### src/rtl/uart_pkg.sv
// Shared UART definitions: receive sequencer states, default frame geometry, clog2 helper.
// No logic; latency and backpressure are not applicable.
// No handshake is involved here.
package uart_pkg;

  localparam int DATA_BITS_DEF  = 8;
  localparam int OVERSAMPLE_DEF = 16;

  typedef enum logic [2:0] {
    IDLE  = 3'd0,
    START = 3'd1,
    DATA  = 3'd2,
    STOP  = 3'd3,
    DONE  = 3'd4
  } rx_state_t;

  function automatic int clog2(input int value);
    int r;
    r = 0;
    for (int i = 0; i < 31; i++) begin
      if ((1 << i) < value) r = i + 1;
    end
    return r;
  endfunction

endpackage

### src/rtl/rx_ctrl_if.sv
// Serial line input plus strobe/status outputs of the receive sequencer.
// Wires only; no latency is added.
// The bus has no backpressure: strobes are fire-and-forget.
interface rx_ctrl_if;
  logic rx_in;
  logic baud_tick;
  logic shift_en;
  logic sample_bit;
  logic chk_stop;
  logic stop_bit_in;
  logic rx_busy;
  logic start_err;
  logic rx_done;

  modport master (
    output rx_in, baud_tick,
    input  shift_en, sample_bit, chk_stop, stop_bit_in, rx_busy, start_err, rx_done
  );

  modport slave (
    input  rx_in, baud_tick,
    output shift_en, sample_bit, chk_stop, stop_bit_in, rx_busy, start_err, rx_done
  );
endinterface

### src/rtl/sync_2ff.sv
// Two-flop synchronizer for an asynchronous, idle-high UART input.
// Latency: two clk cycles. No backpressure; the input is sampled every cycle.
// Both flops reset to 1 so an idle line never looks like a start bit.
module sync_2ff (
  input  logic clk,
  input  logic reset,
  input  logic d,
  output logic q
);
  logic meta;

  always_ff @(posedge clk or negedge reset) begin
    if (!reset) begin
      meta <= 1'b1;
      q    <= 1'b1;
    end else begin
      meta <= d;
      q    <= meta;
    end
  end
endmodule

### src/rtl/rx_ctrl.sv
// UART receive sequencer: start qualification, mid-bit shift strobes, stop check strobe.
// Latency: every strobe is registered, one clk after the qualifying baud_tick edge.
// No backpressure: downstream SIPO and stop checker must accept every strobe.
module rx_ctrl
  import uart_pkg::*;
#(
  parameter int DATA_BITS  = DATA_BITS_DEF,
  parameter int OVERSAMPLE = OVERSAMPLE_DEF
) (
  input logic      clk,
  input logic      reset,
  rx_ctrl_if.slave bus
);
  localparam int TW = clog2(OVERSAMPLE);
  localparam int BW = clog2(DATA_BITS + 1);
  localparam logic [TW-1:0] TICK_MID  = TW'(OVERSAMPLE / 2 - 1);
  localparam logic [TW-1:0] TICK_END  = TW'(OVERSAMPLE - 1);
  localparam logic [BW-1:0] BIT_LAST  = BW'(DATA_BITS - 1);

  rx_state_t     state_q, state_d;
  logic [TW-1:0] tick_q, tick_d;
  logic [BW-1:0] bit_q, bit_d;
  logic          need_high_q, need_high_d;
  logic          rx_s;
  logic          shift_q, shift_d;
  logic          sample_q, sample_d;
  logic          chk_q, chk_d;
  logic          stop_q, stop_d;
  logic          busy_q, busy_d;
  logic          err_q, err_d;
  logic          done_q, done_d;

  sync_2ff u_sync (
    .clk   (clk),
    .reset (reset),
    .d     (bus.rx_in),
    .q     (rx_s)
  );

  always_comb begin
    state_d     = state_q;
    tick_d      = tick_q;
    bit_d       = bit_q;
    busy_d      = busy_q;
    // After a break frame the line must go high again before a new start counts.
    need_high_d = need_high_q && !rx_s;
    shift_d     = 1'b0;
    sample_d    = 1'b0;
    chk_d       = 1'b0;
    stop_d      = 1'b0;
    err_d       = 1'b0;
    done_d      = 1'b0;

    case (state_q)
      IDLE: begin
        if (bus.baud_tick && !rx_s && !need_high_q) begin
          state_d = START;
          tick_d  = '0;
          busy_d  = 1'b1;
        end
      end
      START: begin
        if (bus.baud_tick) begin
          if (tick_q == TICK_MID) begin
            if (!rx_s) begin
              state_d = DATA;
              tick_d  = '0;
              bit_d   = '0;
            end else begin
              state_d = IDLE;
              err_d   = 1'b1;
              busy_d  = 1'b0;
            end
          end else begin
            tick_d = tick_q + TW'(1);
          end
        end
      end
      DATA: begin
        if (bus.baud_tick) begin
          if (tick_q == TICK_END) begin
            shift_d  = 1'b1;
            sample_d = rx_s;
            tick_d   = '0;
            bit_d    = bit_q + BW'(1);
            if (bit_q == BIT_LAST) state_d = STOP;
          end else begin
            tick_d = tick_q + TW'(1);
          end
        end
      end
      STOP: begin
        if (bus.baud_tick) begin
          if (tick_q == TICK_END) begin
            chk_d       = 1'b1;
            stop_d      = rx_s;
            need_high_d = !rx_s;
            tick_d      = '0;
            state_d     = DONE;
          end else begin
            tick_d = tick_q + TW'(1);
          end
        end
      end
      DONE: begin
        done_d  = 1'b1;
        busy_d  = 1'b0;
        state_d = IDLE;
      end
      default: state_d = IDLE;
    endcase
  end

  always_ff @(posedge clk or negedge reset) begin
    if (!reset) begin
      state_q     <= IDLE;
      tick_q      <= '0;
      bit_q       <= '0;
      need_high_q <= 1'b0;
      shift_q     <= 1'b0;
      sample_q    <= 1'b0;
      chk_q       <= 1'b0;
      stop_q      <= 1'b0;
      busy_q      <= 1'b0;
      err_q       <= 1'b0;
      done_q      <= 1'b0;
    end else begin
      state_q     <= state_d;
      tick_q      <= tick_d;
      bit_q       <= bit_d;
      need_high_q <= need_high_d;
      shift_q     <= shift_d;
      sample_q    <= sample_d;
      chk_q       <= chk_d;
      stop_q      <= stop_d;
      busy_q      <= busy_d;
      err_q       <= err_d;
      done_q      <= done_d;
    end
  end

  assign bus.shift_en    = shift_q;
  assign bus.sample_bit  = sample_q;
  assign bus.chk_stop    = chk_q;
  assign bus.stop_bit_in = stop_q;
  assign bus.rx_busy     = busy_q;
  assign bus.start_err   = err_q;
  assign bus.rx_done     = done_q;
endmodule

### src/flat_wrapper.sv
// flat-port wrapper written by rule: the top's interface ports become plain ports
module rx_ctrl_flat import uart_pkg::*;
#(
  parameter int DATA_BITS  = DATA_BITS_DEF,
  parameter int OVERSAMPLE = OVERSAMPLE_DEF
)
  (clk, reset, bus_rx_in, bus_baud_tick, bus_shift_en, bus_sample_bit, bus_chk_stop, bus_stop_bit_in, bus_rx_busy, bus_start_err, bus_rx_done);
  rx_ctrl_if bus_i ();
  input logic clk;
  input logic reset;
  input wire logic [$bits(bus_i.rx_in)-1:0] bus_rx_in;
  input wire logic [$bits(bus_i.baud_tick)-1:0] bus_baud_tick;
  output wire logic [$bits(bus_i.shift_en)-1:0] bus_shift_en;
  output wire logic [$bits(bus_i.sample_bit)-1:0] bus_sample_bit;
  output wire logic [$bits(bus_i.chk_stop)-1:0] bus_chk_stop;
  output wire logic [$bits(bus_i.stop_bit_in)-1:0] bus_stop_bit_in;
  output wire logic [$bits(bus_i.rx_busy)-1:0] bus_rx_busy;
  output wire logic [$bits(bus_i.start_err)-1:0] bus_start_err;
  output wire logic [$bits(bus_i.rx_done)-1:0] bus_rx_done;
  assign bus_i.rx_in = bus_rx_in;
  assign bus_i.baud_tick = bus_baud_tick;
  assign bus_shift_en = bus_i.shift_en;
  assign bus_sample_bit = bus_i.sample_bit;
  assign bus_chk_stop = bus_i.chk_stop;
  assign bus_stop_bit_in = bus_i.stop_bit_in;
  assign bus_rx_busy = bus_i.rx_busy;
  assign bus_start_err = bus_i.start_err;
  assign bus_rx_done = bus_i.rx_done;
  rx_ctrl #(.DATA_BITS(DATA_BITS), .OVERSAMPLE(OVERSAMPLE)) u_core (.clk(clk), .reset(reset), .bus(bus_i));
endmodule
### config.mk
export PLATFORM = sky130hd
export DESIGN_NAME = rx_ctrl_flat
export DESIGN_NICKNAME = d
export VERILOG_FILES = /design/src/rtl/uart_pkg.sv /design/src/rtl/rx_ctrl_if.sv /design/src/rtl/sync_2ff.sv /design/src/rtl/rx_ctrl.sv /design/src/flat_wrapper.sv
export SDC_FILE = /design/constraint.sdc
export NUM_CORES = 1
export LEC_CHECK = 0
export CORE_AREA = 2 2 48 50
export CTS_BUF_LIST = sky130_fd_sc_hd__clkbuf_8
export DETAILED_ROUTE_END_ITERATION = 6
export DIE_AREA = 0 0 50 52
export HOLD_SLACK_MARGIN = 0.12
export PLACE_DENSITY = 0.67
export RECOVER_POWER = 100
export SLEW_MARGIN = 30
export SYNTH_ARGS = -nofsm -noshare
export SYNTH_HDL_FRONTEND = slang
export SYNTH_HIERARCHICAL = 1
export SYNTH_SLANG_ARGS = --single-unit
### constraint.sdc
create_clock -name clk -period 3.5 [get_ports clk]
set_input_delay 0.525 -clock clk [delete_from_list [all_inputs] [get_ports clk]]
set_output_delay 0.525 -clock clk [all_outputs]
set_load 0.01 [all_outputs]
==> results.yml, run 1 <==
detailed_routing:
  drt_pass1_iterations: 4
  vias: 732
  drc_errors: 0
  wl_per_cell_um: 13.2
  wl_mm: 1.73
  via_per_inst: 5.59
  drtAntennaViolNets: 0
  drt_iter0_drc: 15
clock_tree:
  cts_num_sinks: 21
  numCtsBuffers: 3
  ctsHoldBuffers: 0
  cts_resized: 0
  clkTransAtPathRegs_ns: 0.07
  cts_tree: "built"
  cts_setup_buffers: 0
  htree_levels: 1
  worstSkewPairLatency_ns: 0.25
  cts_buffer_depth: 2
  cts_root_buf: "clkbuf_8"
synth:
  synth_edf_count: 0
  yosysTopAreaCell: "dfrtp_1"
  synthesis.area_um2: 1010
  ys_async_sr_fraction_pct: 100
  ys_warn_count: 6
  synth-main-ff-cell: "dfrtp_1"
  synth.most_common_cell: "dfrtp_1"
  synth.area.top_cells: "dfrtp_1, dfstp_2, nor2_1"
  netlist_instances: 93
  syn_area_per_cell_um2: 10.8
  synth_fp_nets: 99
  seq_area_frac_synth_pct: 52.4
  ys_seq_elements: 21
  synth.top_cell.area_share_pct: 47.2
  synth_cell_type_count: 38
  synthTopCellsByCount: "dfrtp_1, nor2_1, nand3_1, o21ai_0"
worst_setup_path:
  cp_top_family: "simple AND/OR/NAND/NOR gates"
  crit_fanout: 7
  critPathLaunchType: "primary input"
  r2r-start: "u_core/state_q[1]"
  r2r_cells: 4
  path_depth: 5
  critPathKind: "in2reg"
  worst-path-buf-inv: 1
  slowest_delay_ns: 0.66
  critPathRequiredTime_ns: 3.69
  crit_path_start: "bus_baud_tick"
  endpoint_kind: "flop"
  cp.arrival_ns: 2.26
  crit_slowest_cell: "dlygate4sd3_1"
  path_cells: "dlygate4sd3_1, and4_1, a22oi_1, or4_1, nand3_1"
min_path:
  whs_path_depth: 0
  hp-start: "u_core/u_sync/meta"
  hold_path_class: "reg2reg"
run:
  drv_cap: 0
power_and_ir_drop:
  swShare_pct: 32.6
  internal_power_uw: 450
  pwr-share-clk_pct: 23.1
  ir_drop_mv: 0.279
  leakage_nw: 0.500
  p_total_uw: 667
  power_frac_seq_pct: 51.2
  switchingPower_uw: 217
  p_per_area_nw_per_um2: 582
  pwr-share-comb_pct: 25.7
global_route:
  grt_remaining_overflow: 0
  grt_pass1_wl_mm: 3.16
  grtUsageTotal_pct: 16.1
  antenna_found_initial: 0
  grt_max_degree: 22
  grt_pass1_vias: 696
timing:
  setup_slack_ns: 1.43
  period_needed_ns: 2.07
  tns_ns: 0
  rsz0062_at_grt: "no"
  hold_viol: 0
  final.setup_skew_ns: 0.00131
  report.final.slew_viol_count: 0
  setup_violations: 0
  slew_headroom_pct: 28.7
  worst_slew_pin_slew_ns: 1.07
  finalCritPeriodShare_pct: 59.0
  max_freq_mhz: 484
cells_and_area:
  diodes: 0
  fin_nets: 110
  ff_latch_area_um2: 528
  multi_input_area_um2: 429
  final_util_pct: 54.5
  fillCellCount: 182
  layout-drive-gt1-share_pct: 12.6
  area_growth_pct: 13.9
floorplan:
  rows: 17
  die_y_um: 52
  die_w_um: 50
  start_util_pct: 47.8
  die_area_um2: 2600
  ioPinCount: 11
  coreArea_um2: 2110
status:
  outcome: "finished clean"
placed_design:
  hpwl_mm: 1.24
  pre_cts_ws_ns: 1.27
  gp_congestion: 0.778
  port_buffers: 10
-- path summary, 6_finish.rpt --
path                       slack [ns]                endpoint
max in group asynchronous        2.42         u_core/bit_q[1]
setup reg to reg                 1.61        u_core/tick_q[2]
hold / removal                   0.36         u_core/u_sync/q
setup / recovery                 1.43         u_core/bit_q[3]
hold reg to reg                  0.36         u_core/u_sync/q
min in group asynchronous        0.44  u_core/bus.stop_bit_in
-- worst register-to-register path: stages (launching register included) --
cell	delay [ns]
dfrtp_1	0.52
or2_2	0.38
o221ai_1	0.43
o21ai_0	0.19
a32o_1	0.28
-- power groups by stage --
stage / Combinational [mW] / Sequential, mW / Clock, mW
floorplan: 0.173 / 0.313 / 0
global placement: 0.173 / 0.343 / 0
detailed placement: 0.178 / 0.346 / 0
CTS: 0.179 / 0.341 / 0.164
global route: 0.191 / 0.353 / 0.171
finish: 0.171 / 0.342 / 0.154
-- stage by stage --
step | instance area (um2) | hold WS (ns) | cells
2_1_floorplan | 1010 | 0.229 | 93
3_3_place_gp | 1110 | 0.346 | 127
3_5_place_dp | 1110 | 0.350 | 127
4_1_cts | 1160 | 0.364 | 131
5_1_grt | 1150 | 0.361 | 131
6_report | 1150 | 0.360 | 131
-- registers in the layout, summed over array words and instances, names as in the netlist --
| name | count |
|---|---|
| u_core/bit_q | 4 |
| u_core/bus.chk_stop | 1 |
| u_core/bus.rx_busy | 1 |
| u_core/bus.rx_done | 1 |
| u_core/bus.sample_bit | 1 |
| u_core/bus.shift_en | 1 |
| u_core/bus.start_err | 1 |
| u_core/bus.stop_bit_in | 1 |
| u_core/need_high_q | 1 |
| u_core/state_q | 3 |
| u_core/tick_q | 4 |
| u_core/u_sync/meta | 1 |
| u_core/u_sync/q | 1 |
-- layout by cell type, fill, tap and decap left out, types with 2 or more instances in the layout --
master and instances:
a21oi_1 3, clkbuf_8 3, nand3_1 6, nand2b_1 4, dfstp_2 2, and4_2 2, inv_1 4, a32o_1 2
dfrtp_1 19, nand3b_1 2, ha_1 2, dlygate4sd3_1 9, o21ai_0 6, nand4_1 2, or4_1 2, nor3_1 2
nor2_1 9, nand2_1 3
-- cells by family after synthesis --
family	synth area share (%)
buf+inv	4.35
simple gates	27.2
fa+ha+maj	2.48
mux	1.12
compound gates	12.4
flops	52.4
-- per-layer routing --
metal / track usage, % / up-vias / share of wire (%) / wire length (um)
met1: 21.0 / 350 / 47 / 819
met3: 2.87 / 2 / 3.9 / 67
li1: - / 366 / - / -
met2: 24.8 / 14 / 48 / 828
met5: 0 / - / 0 / 0
met4: 9.72 / 0 / 0.64 / 11
-- final cells by class --
cell class                 count  share of cell area [%]
multi-input combinational     64                    37.4
sequential                    21                    46.0
tap                           28                    3.05
inverter                       4                    1.31
clock inverter                 1                   0.436
clock buffer                   3                    3.60
timing repair buffer          10                    8.18
No activity file was read; power rests on OpenSTA's default activity.
==> inputs of run 2 (changes only) <==
- PLACE_DENSITY: 0.67 -> 0.7
- clock period: 3.5 -> 1.8 ns (I/O delays scaled with it)
==> run 2 against run 1 <==
Combinational power rose by 110%. Clock power rose by 94%. First-iteration DRC count rose by 6.7%. Sequential power rose by 94%. Clock skew rose by 0.0055 ns. Final area rose by 3.9%. Global-route usage rose by 0.92 points. Count of clock-buffer cells in the layout did not move. Routed wire length rose by 2.9%. Sequential share of layout area fell by 1.7 points. Largest cell class unchanged.
==> results.yml, run 2 (same netlist as run 1, synthesis figures left out) <==
status:
  outcome: "finished clean"
power_and_ir_drop:
  p_per_area_nw_per_um2: 1100
  leakage_nw: 0.520
  ir_drop_mv: 0.622
timing:
  slew_headroom_pct: 27.9
  report.final.slew_viol_count: 0
  period_needed_ns: 1.71
  max_freq_mhz: 586
  worst_slew_pin_slew_ns: 1.08
  hold_viol: 0
  rsz0062_at_grt: "no"
  finalCritPeriodShare_pct: 94.7
  tns_ns: 0
  setup_violations: 0
  final.setup_skew_ns: 0.00683
run:
  drv_cap: 0
cells_and_area:
  diodes: 0
  multi_input_area_um2: 435
  area_growth_pct: 18.4
  fillCellCount: 183
  final_cell_mix: "dfrtp_1, dlygate4sd3_1, nor2_1"
  fin_nets: 116
  top_regs: "u_core/bit_q x4, u_core/tick_q x4, u_core/state_q x3"
  fin_cells: 137
  ff_latch_area_um2: 528
  final_common_cell: "dfrtp_1"
  layout-drive-gt1-share_pct: 14.7
placed_design:
  gp_congestion: 0.805
  port_buffers: 10
  post-place-cells: 133
  hpwl_mm: 1.28
detailed_routing:
  wl_per_cell_um: 13.0
  drc_errors: 0
  wl_mm: 1.78
  via_per_inst: 5.47
  drt_iter0_drc: 16
  drtAntennaViolNets: 0
  vias: 750
  drt_pass1_iterations: 4
clock_tree:
  ctsHoldBuffers: 0
  cts_setup_buffers: 0
  cts_buffer_depth: 2
  clkTransAtPathRegs_ns: 0.08
  numCtsBuffers: 3
  worstSkewPairLatency_ns: 0.26
  htree_levels: 1
  cts_root_buf: "clkbuf_8"
  cts_num_sinks: 21
  cts_tree: "built"
worst_setup_path:
  cp.arrival_ns: 1.86
  critPathLaunchType: "flop"
  endpoint_kind: "flop"
  critPathRequiredTime_ns: 1.96
  r2r-start: "u_core/state_q[1]"
  critPathKind: "reg2reg"
  crit_fanout: 14
  crit_path_start: "u_core/state_q[1]"
global_route:
  grt_remaining_overflow: 0
  grt_pass1_wl_mm: 3.32
  antenna_found_initial: 0
  grt_pass1_vias: 745
  grt_max_degree: 22
  grtUsageTotal_pct: 17.0
floorplan:
  die_w_um: 50
  rows: 17
  ioPinCount: 11
  die_y_um: 52
  coreArea_um2: 2110
  start_util_pct: 47.8
  die_area_um2: 2600
min_path:
  hold_path_class: "reg2reg"
  hp-start: "u_core/u_sync/meta"
-- run 2: cell type report --
cell class | instances | share of cell area, %
Sequential cell | 21 | 44.3
Clock inverter | 1 | 0.315
Inverter | 4 | 1.26
Timing Repair Buffer | 16 | 11.2
Multi-Input combinational cell | 64 | 36.5
Tap cell | 28 | 2.94
Clock buffer | 3 | 3.46
-- run 2: path summary, 6_finish.rpt --
path	endpoint	slack, ns	cells past startpoint
min reg2reg	u_core/u_sync/q	0.36	0
max	u_core/tick_q[2]	0.09	4
min	u_core/u_sync/q	0.36	0
max in group asynchronous	u_core/bus.shift_en	0.42	2
max reg2reg	u_core/tick_q[2]	0.09	4
min in group asynchronous	u_core/bus.chk_stop	0.73	2
-- run 2: critical path, stage by stage (launching register included) --
cell and delay, ns:
dfrtp_1 0.51, or2_2 0.39, o221ai_2 0.28, o21ai_0 0.15, a32o_1 0.27
-- run 2: where the power goes --
| part | total, mW | switching, mW | leakage (nW) | internal, mW |
|---|---|---|---|---|
| logic | 0.353 | 0.168 | 0.226 | 0.185 |
| clock network | 0.299 | 0.147 | 0.0269 | 0.152 |
| registers | 0.663 | 0.115 | 0.267 | 0.548 |
| total | 1.31 | 0.430 | 0.520 | 0.884 |
-- run 2: routing by layer --
layer | share of wire [%] | wire length [um] | GRT usage (%) | vias to the layer above
met3 | 2.4 | 42 | 2.59 | 2
met1 | 48 | 849 | 22.0 | 363
met4 | 0.84 | 15 | 9.72 | 0
met2 | 49 | 868 | 27.0 | 13
li1 | - | - | - | 372
met5 | 0 | 0 | 0 | -
-- run 2: metrics by stage --
stage               worst slack [ns]  power, mW  hold slack, ns  instance area [um2]  utilization, %
detailed placement            0.0212       1.03           0.348                 1160            55.0
floorplan                      0.187      0.944         -0.0256                 1010               -
global route                0.000425       1.43           0.365                 1190            56.6
CTS                           0.0846       1.34           0.358                 1200            57.2
global placement              0.0656       1.02           0.346                 1160            55.0
finish                        0.0949       1.31           0.356                 1190            56.6
-- run 2: repair_timing --
| item | CTS | global route |
|---|---|---|
| endpoints found under the setup margin | 0 | 4 |
| hold endpoints to repair | 0 | 0 |
| resized for setup | 0 | 1 |
==> inputs of run 3 (changes only) <==
- CORE_AREA: 2 2 48 50 -> 2 2 61 63
- DIE_AREA: 0 0 50 52 -> 0 0 63 65
- PLACE_DENSITY: 0.7 -> 0.46
- SETUP_SLACK_MARGIN: default -> 0.4
==> run 3 against run 2 <==
Utilization decreased by 16 points. Sequential share of layout area decreased by 6.9 points. Global-route usage decreased by 4.3 points. Final area increased by 19%. Maximum frequency increased by 9.1%. Non-clock buffer count increased by 15. Sequential cell count unchanged. Clock power increased by 5%.
==> results.yml, run 3 (same netlist as run 1, synthesis figures left out) <==
timing:
  hold_viol: 0
  report.final.slew_viol_count: 0
  final.setup_skew_ns: 0.00535
  rsz0062_at_grt: "yes"
  setup_slack_ns: 0.237
  period_needed_ns: 1.56
  finalCritPeriodShare_pct: 86.8
  slew_headroom_pct: 76.7
  max_freq_mhz: 640
  tns_ns: 0
  setup_violations: 0
  worst_slew_pin_slew_ns: 0.349
detailed_routing:
  highest_layer: "met4"
  wl_mm: 2.42
  met1_length_mm: 1.13
  via_per_inst: 4.90
  drtAntennaViolNets: 0
  routed-wl-met2_mm: 1.22
  drt_iter0_drc: 18
  wl_per_cell_um: 14.0
  drc_errors: 0
  wl_met3_um: 58
  drt_pass1_iterations: 4
  vias: 843
clock_tree:
  worstSkewPairLatency_ns: 0.26
  cts_root_buf: "clkbuf_8"
  cts_tree: "built"
  clkTransAtPathRegs_ns: 0.08
  cts_num_sinks: 21
  htree_levels: 1
  cts_buffer_depth: 2
  numCtsBuffers: 3
worst_setup_path:
  crit_path_frequent_cell: "and4_1"
  cp.arrival_ns: 1.73
  critPathLaunchType: "flop"
  endpoint_kind: "flop"
  critPathKind: "reg2reg"
  slowest_delay_ns: 0.39
  crit_slowest_cell: "dfrtp_1"
  path_cells: "ha_1, and4_1, clkbuf_1, and4_1, and2_1"
  critPathRequiredTime_ns: 1.96
  crit_fanout: 6
floorplan:
  coreArea_um2: 3500
  die_area_um2: 4100
  die_y_um: 65
  rows: 22
  die_w_um: 63
  start_util_pct: 28.8
  ioPinCount: 11
cells_and_area:
  top_regs: "u_core/bit_q x4, u_core/tick_q x4, u_core/state_q x3"
  final_cell_mix: "dfrtp_1, buf_4, nor2_1"
  layout-drive-gt1-share_pct: 37.1
  final_util_pct: 40.7
  fillCellCount: 368
  final_common_cell: "dfrtp_1"
  area_growth_pct: 41.1
  fin_nets: 131
  diodes: 0
global_route:
  grtUsageTotal_pct: 12.7
  grt_max_degree: 22
  grt_pass1_wl_mm: 4.09
  grt_pass1_vias: 877
  antenna_found_initial: 0
  grt_remaining_overflow: 0
status:
  outcome: "finished clean"
placed_design:
  hpwl_mm: 1.50
  pre_cts_ws_ns: 0.00615
  port_buffers: 10
  gp_congestion: 0.777
run:
  drv_cap: 0
power_and_ir_drop:
  p_total_mw: 1.61
  ir_drop_mv: 0.452
  p_per_area_nw_per_um2: 1130
  leakage_nw: 0.618
min_path:
  hold_path_class: "reg2reg"
[run 3: repair_timing]
action	4_1_cts	5_1_grt
buffers inserted	10	4
resized for setup	13	18
pin swaps	2	6
hold buffers	0	0
hold endpoints to repair	0	0
endpoints found under the setup margin	15	15
[run 3: critical path: cells and delay by family (launching register included)]
kind | cells | cell delay, ns
AND/OR/NAND/NOR | 3 | 0.65
adder cells (fa/ha/maj) | 1 | 0.28
buffers and inverters | 1 | 0.14
flip-flops | 1 | 0.39
[run 3: final timing paths]
kind / from / end / slack [ns] / cells past startpoint
worst max-delay path: u_core/tick_q[1] / u_core/bus.stop_bit_in / 0.24 / 5
worst min-delay path: u_core/u_sync/meta / u_core/u_sync/q / 0.36 / 0
worst max register to register: u_core/tick_q[1] / u_core/bus.stop_bit_in / 0.24 / 5
worst min register to register: u_core/u_sync/meta / u_core/u_sync/q / 0.36 / 0
max in group asynchronous: reset / u_core/u_sync/meta / 1.11 / 2
min in group asynchronous: reset / u_core/bus.sample_bit / 0.41 / 2
[run 3: where the power goes]
part           switching [mW]  internal (mW)  total [mW]  leakage, nW
sequential             0.0982          0.554       0.652        0.264
combinational           0.292          0.352       0.645        0.329
clock                   0.158          0.154       0.313       0.0255
total                   0.549           1.06        1.61        0.618
[run 3: through the flow]
stage | hold slack (ns) | cells | cell area (um2)
floorplan | -0.0256 | 93 | 1070
global placement | 0.346 | 154 | 1250
detailed placement | 0.348 | 154 | 1250
CTS | 0.347 | 168 | 1380
global route | 0.365 | 172 | 1420
finish | 0.358 | 172 | 1420
[run 3: area by class of cell]
cell class | instances | area (um2) | share of cell area [%]
Clock inverter | 1 | 5.00 | 0.352
Inverter | 4 | 15.0 | 1.06
Tap cell | 48 | 60.1 | 4.23
Sequential cell | 21 | 532 | 37.4
Clock buffer | 3 | 41.3 | 2.90
Timing Repair Buffer | 31 | 244 | 17.2
Multi-Input combinational cell | 64 | 524 | 36.9
[run 3: routing by layer]
layer  vias to the layer above  track usage, %
met5                         -               0
met4                         0            3.33
met3                         3            3.30
met2                        10            21.1
met1                       424            16.4
li1                        406               -
